==> config.mk <==
export PLATFORM = sky130hd
export DESIGN_NAME = sat_sub_serial
export DESIGN_NICKNAME = d
export VERILOG_FILES = /design/src/rtl/sat_arith_pkg.sv /design/src/rtl/sat_sub_bitcell.sv /design/src/rtl/sat_sub_serial.sv
export SDC_FILE = /design/constraint.sdc
export NUM_CORES = 1
export LEC_CHECK = 0
export ABC_AREA = 1
export ABC_CLOCK_PERIOD_IN_PS = 1600
export BUFFER_PORTS_ARGS = -buffer_cell sky130_fd_sc_hd__buf_2
export CORE_MARGIN = 2
export CORE_UTILIZATION = 50
export DETAILED_ROUTE_END_ITERATION = 6
export PLACE_DENSITY = 0.7
export SYNTH_ARGS = -nofsm -noshare
export SYNTH_HDL_FRONTEND = slang
export SYNTH_SLANG_ARGS = --single-unit
==> constraint.sdc <==
create_clock -name CLK -period 1.6 [get_ports CLK]
set_input_delay 0.08 -clock CLK [delete_from_list [all_inputs] [get_ports CLK]]
set_output_delay 0.08 -clock CLK [all_outputs]
set_load 0.05 [all_outputs]
==> src/rtl/sat_arith_pkg.sv <==
// Shared definitions for the saturating arithmetic datapath blocks.
//
// Contents:
//   state_t        - sequencing states used by the serial arithmetic units
//   DEFAULT_WIDTH  - default operand/result width
//   SAT_MAX_WIDTH  - widest operand the saturation helper can describe
//   sat_pattern()  - saturation value for a given sign and width:
//                    sign=1 -> most negative value (1000...0)
//                    sign=0 -> most positive value (0111...1)
//                    Bits at and above 'width' are zero; callers size-cast
//                    the result down to their own width.
package sat_arith_pkg;

  typedef enum logic [1:0] {
    IDLE,
    SHIFT,
    FINISH
  } state_t;

  localparam int DEFAULT_WIDTH = 4;
  localparam int SAT_MAX_WIDTH = 64;

  function automatic logic [SAT_MAX_WIDTH-1:0] sat_pattern(input logic sign, input int width);
    logic [SAT_MAX_WIDTH-1:0] p;
    p = '0;
    for (int i = 0; i < SAT_MAX_WIDTH; i++) begin
      if (i < width - 1) begin
        p[i] = ~sign;
      end else if (i == width - 1) begin
        p[i] = sign;
      end
    end
    return p;
  endfunction

endpackage

==> src/rtl/sat_sub_bitcell.sv <==
// One-bit full-adder slice used serially by sat_sub_serial.
//
// Ports:
//   a_i    in  minuend bit
//   nb_i   in  inverted subtrahend bit
//   c      in  carry into this bit (inverted borrow)
//   s      out sum bit
//   c_next out carry out of this bit
module sat_sub_bitcell (
  input  logic a_i,
  input  logic nb_i,
  input  logic c,
  output logic s,
  output logic c_next
);

  assign s      = a_i ^ nb_i ^ c;
  assign c_next = (a_i & nb_i) | (a_i & c) | (nb_i & c);

endmodule

==> src/rtl/sat_sub_serial.sv <==
// Bit-serial signed saturating subtractor: Result = a - b - Bin.
//
// The difference is formed as a + ~b + ~Bin, one bit per clock, LSB first,
// through a single full-adder slice. Signed overflow is carry-into-MSB XOR
// carry-out-of-MSB; on overflow the result saturates toward the sign of a.
//
// Ports:
//   CLK     in  system clock, rising edge
//   RST     in  asynchronous reset, active-high
//   start   in  operation request, sampled only while idle
//   a       in  minuend (signed), captured on accepted start
//   b       in  subtrahend (signed), captured on accepted start
//   Bin     in  borrow in, captured on accepted start
//   busy    out high while an operation is in flight (not in IDLE)
//   done    out one-cycle pulse; Result/Bout/Ovf valid from this cycle on
//   Result  out saturated difference, held until the next done
//   Bout    out unsigned borrow out (inverted final carry)
//   Ovf     out signed overflow flag, held with Result
module sat_sub_serial
  import sat_arith_pkg::*;
#(
  parameter int WIDTH = DEFAULT_WIDTH
) (
  input  logic             CLK,
  input  logic             RST,
  input  logic             start,
  input  logic [WIDTH-1:0] a,
  input  logic [WIDTH-1:0] b,
  input  logic             Bin,
  output logic             busy,
  output logic             done,
  output logic [WIDTH-1:0] Result,
  output logic             Bout,
  output logic             Ovf
);

  localparam int CW = $clog2(WIDTH);

  state_t           state;
  state_t           state_nxt;

  logic [WIDTH-1:0] a_sh;      // minuend, shifted right each SHIFT cycle
  logic [WIDTH-1:0] nb_sh;     // inverted subtrahend, shifted alongside
  logic [WIDTH-1:0] sum_sh;    // sum bits enter at the MSB, LSB first
  logic             c;         // running carry (starts as ~Bin)
  logic             c_msb_in;  // carry into the MSB position
  logic             a_sign;    // sign of the captured minuend, for saturation
  logic [CW-1:0]    cnt;       // index of the bit being processed

  logic             s_bit;
  logic             c_bit;
  logic             last_bit;
  logic             ovf_w;
  logic [WIDTH-1:0] sat_val;

  sat_sub_bitcell u_cell (
    .a_i    (a_sh[0]),
    .nb_i   (nb_sh[0]),
    .c      (c),
    .s      (s_bit),
    .c_next (c_bit)
  );

  assign last_bit = (cnt == CW'(WIDTH - 1));
  assign ovf_w    = c_msb_in ^ c;
  assign sat_val  = WIDTH'(sat_pattern(a_sign, WIDTH));
  assign busy     = (state != IDLE);

  // NOTE: sequential state uses non-blocking assignments so every flop
  // samples the pre-edge values of the others, independent of block order.
  always_ff @(posedge CLK or posedge RST) begin
    if (RST) begin
      state <= IDLE;
    end else begin
      state <= state_nxt;
    end
  end

  // NOTE: the default at the top of the block guarantees state_nxt is
  // assigned on every path, so no latch is inferred.
  always_comb begin
    state_nxt = state;
    case (state)
      IDLE:    if (start) state_nxt = SHIFT;
      SHIFT:   if (last_bit) state_nxt = FINISH;
      FINISH:  state_nxt = IDLE;
      default: state_nxt = IDLE;
    endcase
  end

  // NOTE: every datapath register, including the operand shift registers,
  // is reset so a mid-operation reset leaves no stale result visible.
  always_ff @(posedge CLK or posedge RST) begin
    if (RST) begin
      a_sh     <= '0;
      nb_sh    <= '0;
      sum_sh   <= '0;
      c        <= 1'b0;
      c_msb_in <= 1'b0;
      a_sign   <= 1'b0;
      cnt      <= '0;
      done     <= 1'b0;
      Result   <= '0;
      Bout     <= 1'b0;
      Ovf      <= 1'b0;
    end else begin
      done <= 1'b0;
      case (state)
        IDLE: begin
          if (start) begin
            a_sh   <= a;
            nb_sh  <= ~b;
            c      <= ~Bin;
            a_sign <= a[WIDTH-1];
            cnt    <= '0;
          end
        end
        SHIFT: begin
          a_sh   <= a_sh >> 1;
          nb_sh  <= nb_sh >> 1;
          sum_sh <= {s_bit, sum_sh[WIDTH-1:1]};
          c      <= c_bit;
          cnt    <= cnt + CW'(1);
          // The carry leaving bit WIDTH-2 is the carry into the MSB.
          if (cnt == CW'(WIDTH - 2)) begin
            c_msb_in <= c_bit;
          end
        end
        FINISH: begin
          Ovf    <= ovf_w;
          Bout   <= ~c;
          Result <= ovf_w ? sat_val : sum_sh;
          done   <= 1'b1;
        end
        default: ;
      endcase
    end
  end

endmodule
Word level (Yosys, flattened, before mapping). Cells that the tools add are included.

Bitwise logic cells: 12. Add/subtract/negate cells: 1. Reduce and logical (&&, ||, !) cells: 7. Eq/ne operators: 6. Muxes and demuxes: 13.

Operator list (count): 4-bit one-hot mux with 2 select lines (2); 4-bit 2-to-1 mux (3); 2-bit one-hot mux with 2 select lines (2); 2-bit AND reduction (4); 2-bit == test (second input constant) (3); 2-bit 2-to-1 mux (3); 2-bit != test (second input constant) (2); 4-bit inverter (1); 2-bit nonzero test (2); 1-bit AND (3); 1-bit inverter (3); 1-bit bitwise XOR (3); 2-bit by 1-bit adder with 2-bit output (second input constant) (1); 2-bit by 1-bit == test with 1-bit output (second input constant) (1); 2-bit zero test (1); 1-bit 2-to-1 mux (2); 1-bit OR (2); 1-bit one-hot mux with 2 select lines (1).

Bits of input ports: 12. Bits in registers: 26.

Logic depth before layout (Yosys ltp).
Depth after elaboration: 4. Depth in mapped cells: 7.

By module. A second synthesis with hierarchy kept.

Cell total of the unflattened synthesis: 149. Area total of the unflattened synthesis: 1258.7 sq um.

By module, submodules not included: sat_sub_serial (sequential area each 650.6 sq um, area each 1238.7 sq um, cells each 148, times used 1); sat_sub_bitcell (sequential area each 0.0 sq um, area each 20.0 sq um, cells each 1, times used 1).

Worst setup path before layout. No wires, ideal clock.

Kind: register -> register. From: reg c. To: reg c. Period minus slack after synthesis: 1174 ps. Slack: 426 ps. Arrival time: 1057 ps. Cell stages (with the launch flop): 6. Path through: dfrtp_1 > fa_1 > nand2_1 > o21ai_0 > nand2_1 > nand2_1.

Longest elaborated chain between the ends: 4. Elaborated cells on any way between the ends: 5.

Ends and longest elaborated chain: from (decl) (line sat_sub_serial.sv:45) `logic c;`; from (signal assigned) (line sat_sub_serial.sv:113) `c <= ~Bin;`; from (signal assigned) (line sat_sub_serial.sv:122) `c <= c_bit;`; 1-bit AND (line sat_sub_bitcell.sv:18) `assign c_next = (a_i & nb_i) | (a_i & c) | (nb_i & c);`; 1-bit OR (line sat_sub_bitcell.sv:18); 1-bit OR (*) (line sat_sub_bitcell.sv:18); named net c_bit (line sat_sub_serial.sv:51) `logic c_bit;`; 1-bit one-hot mux with 2 select lines (*) (line sat_sub_serial.sv:108) `case (state)`.

The timed path passes the listed nets; every way through them passes the cells marked *. A chain may end at the register's enable or synchronous reset.

Worst setup path after layout. Ends and elaborated chain as after synthesis.

==> impl_metrics.ini <==
[cts]
root_buffer = clkbuf_4
cts_tree = done
post_cts_resized = 0
hold_buffers = 2
clkTransAtPathRegs_ns = 0.13
numCtsBuffers = 3
post_cts_buffers = 0
h-tree-depth = 1
insertion_delay_ns = 0.32
clkSinkCount = 26
clk_path_buf_depth = 2

[placement]
io_buffers = 19
gp_congestion = 0.769
place.detailed.hpwl_um = 1550
dp.cells = 194

[synthesis]
syn_inst = 145
synth_top_cell_by_area = dfrtp_1
syn-num-nets = 160
yosys-top-cells-area = dfrtp_1, nand2_1, inv_1
synth_seq_cells = 26
ys_warn_count = 0
ys_seq_area_share_pct = 55.1
synth_top_area_share_pct = 55.1
ys_types = 16
syn_avg_cell_area_um2 = 8.14
netlist_area_um2 = 1180

[finish]
fin_cells = 200
antenna_cells = 0
fillers = 197
nets = 188
drive_gt1_share_pct = 19.2
seq_area_um2 = 651
syn_to_final_growth_pct = 17.5
multi_input_area_um2 = 440

[timing]
fin_crit_ns = 1.25
period_share_pct = 78.2
max-slew-margin-rel_pct = 77.9
finalHoldViolations = 0
fmax_mhz = 799
holdWs_ns = 0.0198
finalMaxSlewViolations = 0
tightest_slew_ns = 0.332
setup_viol = 0
rsz0062_at_grt = no
skew_ns = 0.00897
setup_tns_ns = 0

[run_status]
status = finished, final reports clean

[grt]
grt_pass1_vias = 894
grt_max_degree = 27
grt_antenna_before_repair = 0
grt_first_pass_wirelength_um = 3750
grt_use_total_pct = 19.0
overflow = 0

[critical_path]
worst_r2r_endpoint = c
required_ns = 1.82
critical_path_class = reg2reg
rrSetupSlack_ns = 0.35
cp.arrival_ns = 1.47
critical_path.n_buffers_inverters = 0
r2r-start = c
crit_slowest_cell = dfrtp_1
crit_fanout = 6
end_kind = flip-flop
cpMostUsedCell = nand2_1
max_stage_delay_ns = 0.46
rr_worst_depth = 5
cp-start-kind = flip-flop
crit_family = flip-flops
crit_path_cell_trace = fa_1, nand2_1, o21ai_0, nand2_1, nand2_1
crit_start = c

[die]
die_h_um = 52.6
die_w_um = 52.6
ios = 20
rows = 17
start_util_pct = 53.3
dieArea_um2 = 2760
core_area_um2 = 2210

[route]
dr_wl_met2_um = 993
detail_route.wirelength.met1_um = 990
finalWirelength_um = 2100
drtPass1Iterations = 4
ant_nets = 0
avgViaCountPerCell = 4.72
wl_met3_um = 80
vias = 943
wire_per_inst_um = 10.5
drc = 0
maxUsedRoutingLayer = met4
drtIter0Drc = 15

[pwr]
ir_drop_mv = 1.19
powerDensity_nw_per_um2 = 2110
p_leak_uw = 0.000786
design_power_total_uw = 2930

[hold_path]
hold_path.class = in2reg
whs_path_depth = 3
min_to = a_sign
hold_path_startpoint = a[3]

[flow_run]
max_cap_violations = 0
-- cells in the mapped netlist, drive strengths merged --
master and count:
buf 3, inv 19, dfrtp 26, ha 2
nor2 4, o21ai 11, fa 1, nand2 68
nand3 7, a31oi 1, o22ai 3
-- power breakdown --
part / total [µW] / internal, µW / switching, µW
Combinational: 1470 / 464 / 1010
Clock: 326 / 139 / 187
Sequential: 1130 / 949 / 178
-- stage by stage --
stage	setup slack (ns)	instance area, µm²	util, %
global route	0.211	1390	62.7
floorplan	0.426	1180	-
CTS	0.341	1390	62.7
finish	0.349	1390	62.7
global placement	0.392	1330	60.1
detailed placement	0.365	1330	60.1
-- worst max path at each step --
stage          endpoint  slack (ns)  depth (start not counted)
4_1_cts               c        0.34                          5
2_1_floorplan         c        0.43                          5
5_1_grt               c        0.21                          6
6_report              c        0.35                          5
3_5_place_dp          c        0.36                          5
3_3_place_gp          c        0.39                          5
-- final cells by class --
cell class	instances	share of cell area, %
Multi-Input combinational cell	97	31.8
Inverter	19	5.14
Sequential cell	26	46.9
Timing Repair Buffer	26	11.0
Clock buffer	4	2.62
Tap cell	28	2.53
-- worst min-delay path: cells and delay by family --
kind            cells  cell delay [ns]
compound gates      1             0.08
buf+inv             2             0.14
-- cells in the final DEF (no fill, tap or decap) --
cell type | Yosys | routed
a31oi_1 | 1 | 1
buf_2 | 2 | 19
buf_4 | 1 | 5
clkbuf_4 | 0 | 3
clkbuf_8 | 0 | 1
dfrtp_1 | 26 | 26
dlygate4sd3_1 | 0 | 2
fa_1 | 1 | 1
ha_1 | 2 | 2
inv_1 | 17 | 17
inv_2 | 2 | 2
nand2_1 | 67 | 67
nand2_2 | 1 | 1
nand3_1 | 6 | 6
nand3_2 | 1 | 1
nor2_1 | 3 | 3
nor2_2 | 1 | 1
o21ai_0 | 11 | 11
o22ai_1 | 3 | 3
-- metal layers --
layer	track usage, %	vias up
met5	0	-
met4	8.97	0
met3	2.57	4
met2	31.0	21
met1	25.0	419
li1	-	499
-- flip-flops by register name, indices dropped and copies added, names as in the netlist --
signal    count
sum_sh        4
Bout          1
nb_sh         4
cnt           2
done          1
Ovf           1
Result        4
a_sh          4
c_msb_in      1
a_sign        1
state         2
c             1
-- cell families (layout without fill, tap and decap cells) --
| kind of cell | after synthesis | after routing | share of synthesized area (%) |
|---|---|---|---|
| AND/OR/NAND/NOR | 79 | 79 | 26.7 |
| AO/OA/AOI/OAI | 15 | 15 | 6.79 |
| buffers and inverters | 22 | 49 | 7.53 |
| adder cells (fa/ha/maj) | 3 | 3 | 3.82 |
| flip-flops | 26 | 26 | 55.1 |
(Power assumes the default switching activity.)
